--- config.mk ---
export PLATFORM = sky130hd
export DESIGN_NAME = feynman_cascade_decoder
export DESIGN_NICKNAME = d
export VERILOG_FILES = /design/src/rtl/feynman_cascade_decoder.sv
export SDC_FILE = /design/constraint.sdc
export NUM_CORES = 1
export LEC_CHECK = 0
export ABC_AREA = 1
export CORE_ASPECT_RATIO = 0.8
export CORE_MARGIN = 1
export CORE_UTILIZATION = 55
export DETAILED_ROUTE_END_ITERATION = 16
export GPL_TIMING_DRIVEN = 0
export HOLD_SLACK_MARGIN = 0.15
export PLACE_DENSITY = 0.89
export REMOVE_ABC_BUFFERS = 1
export SYNTH_ARGS = -nofsm -noshare
export SYNTH_HDL_FRONTEND = slang
export SYNTH_SLANG_ARGS = --single-unit
--- constraint.sdc ---
create_clock -name clk -period 4.2 [get_ports clk]
set_clock_uncertainty 0.1 [all_clocks]
set_input_delay 1.26 -clock clk [delete_from_list [all_inputs] [get_ports clk]]
set_output_delay 1.26 -clock clk [all_outputs]
set_load 0.02 [all_outputs]
--- src/rtl/feynman_cascade_decoder.sv ---
// Bit-serial inverse of a Feynman (CNOT) ripple cascade.
// Resolves x[k] = y[k]^y[k-1] one bit per clock and hands the word out over valid/ready.
module feynman_cascade_decoder #(
    parameter int WIDTH = 8
) (
    input  logic             clk,
    input  logic             rst_n,
    input  logic             in_valid,
    output logic             in_ready,
    input  logic [WIDTH-1:0] in_word,
    output logic             out_valid,
    input  logic             out_ready,
    output logic [WIDTH-1:0] out_word,
    output logic             out_parity,
    output logic             busy
);

    localparam int CW = (WIDTH > 2) ? $clog2(WIDTH) : 1;

    localparam logic [1:0] IDLE = 2'd0;
    localparam logic [1:0] RUN  = 2'd1;
    localparam logic [1:0] HOLD = 2'd2;

    logic [1:0]       state;
    logic [CW-1:0]    cnt;
    logic [WIDTH-1:0] y_cap;
    logic [WIDTH-1:0] x_full;

    // Every decoded bit is available from the captured word; the serial
    // loop below only chooses which one lands in out_word this cycle.
    assign x_full = y_cap ^ {y_cap[WIDTH-2:0], 1'b0};

    always_ff @(posedge clk or negedge rst_n) begin
        if (!rst_n) begin
            state      <= IDLE;
            cnt        <= '0;
            y_cap      <= '0;
            out_word   <= '0;
            out_parity <= 1'b0;
        end else begin
            case (state)
                IDLE: begin
                    if (in_valid) begin
                        y_cap    <= in_word;
                        out_word <= '0;
                        cnt      <= '0;
                        state    <= RUN;
                    end
                end
                RUN: begin
                    out_word[cnt] <= x_full[cnt];
                    if (cnt == CW'(WIDTH - 1)) begin
                        out_parity <= y_cap[WIDTH-1];
                        state      <= HOLD;
                    end else begin
                        cnt <= cnt + 1'b1;
                    end
                end
                HOLD: begin
                    if (out_ready) begin
                        state <= IDLE;
                    end
                end
                default: state <= IDLE;
            endcase
        end
    end

    assign in_ready  = (state == IDLE);
    assign out_valid = (state == HOLD);
    assign busy      = (state == RUN) || (state == HOLD);

endmodule

After elaboration in Yosys (flattened, before gate mapping):

Index checks and enable logic that the tools add are counted.

* output and inout bits: 12
* register bits after elaboration: 22
* logic and storage cells: 39
* input port bits: 12

* bitwise gates (word level): 1
* reductions and logical operators: 9
* magnitude comparators: 2
* equal/unequal tests: 7
* mux-type cells: 14
* $add $sub $neg: 1

Operators with widths (count)
* $pmux 8 s2: 1
* $bwmux 8: 1
* $mux 8: 1
* $xor 8x8->8: 1
* $mux 2: 3
* $mux 3: 2
* $ne 2x2->1 const B: 3
* $pmux 2 s3: 1
* $pmux 3 s2: 1
* $reduce_and 2->1: 3
* $reduce_and 3->1: 2
* $lt 3x4->1 const B: 1
* $add 3x1->3 const B: 1
* $bmux 1 s3: 1
* $demux 1 s3: 1
* $eq 3x3->1 const B: 1
* $ge 3x1->1 const B: 1
* $eq 2x1->1 const B: 1
* $eq 2x2->1 const B: 1
* $logic_not 2->1: 1
* $mux 1: 2
* $ne 2x1->1 const B: 1
* $reduce_bool 2->1: 1
* $logic_and 1x1->1: 1
* $logic_or 1x1->1: 1

Longest topological paths before layout:

* depth after elaboration: 6
* mapped depth: 10
* depth with buffers taken out: 10

Least setup slack after synthesis:

Ideal clock, no wire load.

* path kind: reg2out
* start point: register state[0]
* end point: output port in_ready
* path buffers: 0
* data required time: 2840 ps
* cell stages (with the launch flop): 3
* slack: 2003 ps
* arrival time: 837 ps
* path through: dfrtp_1 > inv_1 > ha_1

* word-level cells in the longest chain between the ends: 1

Ends and longest elaborated chain
* from (decl): line 24 `logic [1:0] state;`
* from (signal assigned): line 35 `state <= IDLE;`
* from (signal assigned): line 47 `state <= RUN;`
* from (signal assigned): line 54 `state <= HOLD;`
* $logic_not 2->1: line 69 `assign in_ready = (state == IDLE);`
* to (decl): line 9 `output logic in_ready,`

No other way between the ends.

Final worst setup path:

* start point: register state[1]
* end point: output port in_ready

The elaborated chain is that of the path after synthesis.

==> impl_metrics.json <==
{
  "synth_area_sq_um": 1280,
  "hold_end": "y_cap[4]$_DFFE_PN0P_",
  "wl_per_cell_microns": 12.1,
  "placedCellCount": 207,
  "cts_max_path_buffers": 2,
  "core_area_sq_um": 2180,
  "critPathLaunchType": "register",
  "grt_pass1_vias": 1050,
  "dieArea_sq_um": 2530,
  "reg2reg_from": "state[1]$_DFFE_PN0P_",
  "yosys_register_bits": 22,
  "grt_pass1_wl_mm": 4.44,
  "ir_drop_mv": 0.470,
  "avgSynthCellArea_sq_um": 7.93,
  "status": "completed",
  "synth_mux_area_share_pct": 0,
  "timing.final.crit_share_pct": 75.3,
  "tns_ps": 0,
  "vias_per_cell": 5.20,
  "holdPathStages": 2,
  "worst_pin_slew_ps": 1010,
  "cts_made_buffers": 3,
  "post-cts-setup-buffer-count": 0,
  "holdBufCountCts": 0,
  "dpl.hpwl_mm": 1.93,
  "maxSlewHeadroom_pct": 32.6,
  "utilization_pct": 70.9,
  "min_path_type": "register to register",
  "path_max_fanout": 4,
  "yosys_warnings": 0,
  "path_cells": "inv_1 -> ha_1 -> clkdlybuf4s50_1",
  "cap_violations": 0,
  "port_buffers": 23,
  "path_delay_family": "buffers and inverters",
  "root_buffer": "clkbuf_4",
  "clock_latency_ps": 310,
  "area_delta_synth_final_pct": 20.1,
  "critPathArrivalTime_ps": 1800,
  "rr_worst_depth": 7,
  "crit_required_ps": 2840,
  "min_period_ps": 3160,
  "finalWeightedCongestion": 0.890,
  "finalNonFillerCells": 210,
  "endpoint_kind": "primary output",
  "clock_sinks": 22,
  "use_met1_pct": 27.3,
  "synthDistinctLibCells": 23,
  "path_clk_slew_ps": 120,
  "busiest_layer": "met2",
  "die_h_microns": 45.2,
  "setup_violations": 0,
  "critPathBufInv": 2,
  "grt_setup_unrepaired": "false",
  "power_uw": 1100,
  "rrSetupSlack_ps": 2290,
  "num_vias": 1092,
  "initial_utilization_pct": 59.0,
  "hp-start": "y_cap[4]$_DFFE_PN0P_",
  "drv_slew": 0,
  "layout-drive-gt1-share_pct": 9.73,
  "cts_tree": "yes",
  "syn_inst": 162,
  "ys_seq_area_share_pct": 42.8,
  "antenna_found_initial": 0,
  "drc": 0,
  "fin_nets": 204,
  "grt_use_met3_pct": 6.02,
  "htreeDepth": 1,
  "grt_overflow_total": 0,
  "n_fill_cell": 182,
  "cts_resized": 0,
  "grt_max_degree": 23,
  "hold_violations": 0,
  "powerDensity_nw_per_um2": 711,
  "slowest_stage": "clkdlybuf4s50_1",
  "track_usage_pct": 22.8,
  "diodes": 0,
  "die_width_microns": 56.0,
  "cellLeakagePower_uw": 0.000781,
  "slowest_delay_ps": 660,
  "use_met2_pct": 42.1,
  "synthAdderAreaFrac_pct": 4.87,
  "regToRegEndpoint": "out_word[2]$_DFFE_PN0P_",
  "synth_xor_area_share_pct": 0,
  "synth-compound-area-share_pct": 8.67,
  "place_area_sq_um": 1520,
  "ioPinCount": 24,
  "num_rows": 15,
  "wl_mm": 2.53,
  "drtIter0Drc": 37,
  "final_cell_area_sq_um": 1540,
  "crit_type": "register to primary output",
  "synth_top_family_by_area": "simple AND/OR/NAND/NOR gates",
  "postRouteAntennaNets": 0,
  "max_freq_mhz": 316,
  "synth_simple_gate_area_share_pct": 33.2,
  "drt_pass1_iterations": 4
}
==> cells by family after synthesis <==
logic type / Yosys count
buffers and inverters: 31
adders and majority gates: 5
and+or+nand+nor: 86
DFF: 22
AOI/OAI and AO/OA: 18
==> routing by layer <==
| layer | part of all wire (%) | routed length [microns] | up-vias |
|---|---|---|---|
| met5 | 0 | 0 | - |
| met4 | 0.43 | 11 | 0 |
| met3 | 5.4 | 138 | 2 |
| met2 | 51 | 1290 | 29 |
| met1 | 43 | 1100 | 500 |
| li1 | - | - | 561 |
==> worst register-to-register path: cells and delay by family, from the launching register on <==
family | cells | cell delay [ps]
AND/OR/NAND/NOR | 4 | 840
flip-flops | 1 | 440
buffers and inverters | 2 | 140
adder cells (fa/ha/maj) | 1 | 300
==> cell usage after synthesis <==
library cell,n,area share [%]
nor2_1,29,8.5
nand2_1,27,7.9
inv_1,23,6.7
dfrtp_1,22,43
nand3_1,18,7.0
a21oi_1,10,3.9
ha_1,5,4.9
o21ai_0,4,1.6
nor3_2,3,2.3
buf_6,2,1.8
clkinv_1,2,0.58
inv_2,2,0.58
nand2_4,2,1.8
nand3_2,2,1.6
nand3_4,2,2.7
nand4_1,2,0.97
a31oi_1,1,0.49
clkbuf_1,1,0.29
inv_4,1,0.49
o211ai_2,1,0.97
o21ai_4,1,1.3
o22ai_1,1,0.49
or2_2,1,0.49
==> metrics by stage <==
step / hold WS (ps) / setup slack [ps]
finish: 443 / 1040
global route: 471 / 946
CTS: 448 / 1030
detailed placement: 431 / 1360
global placement: 409 / 1420
floorplan: 378 / 2000
==> layout make-up <==
cell class | instances | area (sq um) | area share (%)
repair buffers | 23 | 230 | 14.9
clock buffers | 3 | 22.5 | 1.46
multi-input cells | 109 | 601 | 38.9
flip-flops and latches | 22 | 551 | 35.7
well taps | 25 | 31.3 | 2.03
inverters | 28 | 108 | 6.97
==> where the power goes <==
group,internal (uW),switching [uW]
logic,241,391
registers,296,71.7
clock network,33.6,63.4
==> sequential cells by signal (all words and copies together), names as in the netlist <==
signal and flops:
out_word 8, y_cap 8, cnt 3, state 2
out_parity 1
==> layout by cell type, fill, tap and decap left out, drive strengths merged <==
cell / n
o211ai: 1
inv: 26
a31oi: 1
clkbuf: 3
ha: 5
dfrtp: 22
a21oi: 10
nor2: 29
clkinv: 2
nand3: 22
o21ai: 5
o22ai: 1
nor3: 3
or2: 1
nand2: 29
clkdlybuf4s50: 23
nand4: 2
==> worst max-delay path by stage <==
stage	from	end	slack, ps	cells after the start
finish	state[1]$_DFFE_PN0P_	in_ready	1040	3
global route	state[1]$_DFFE_PN0P_	in_ready	950	3
global placement	in_valid	out_word[0]$_DFFE_PN0P_	1420	6
floorplan	state[0]$_DFFE_PN0P_	in_ready	2000	2
detailed placement	in_valid	out_word[2]$_DFFE_PN0P_	1360	6
CTS	state[1]$_DFFE_PN0P_	in_ready	1030	3
No activity file was read; power rests on OpenSTA's default activity.
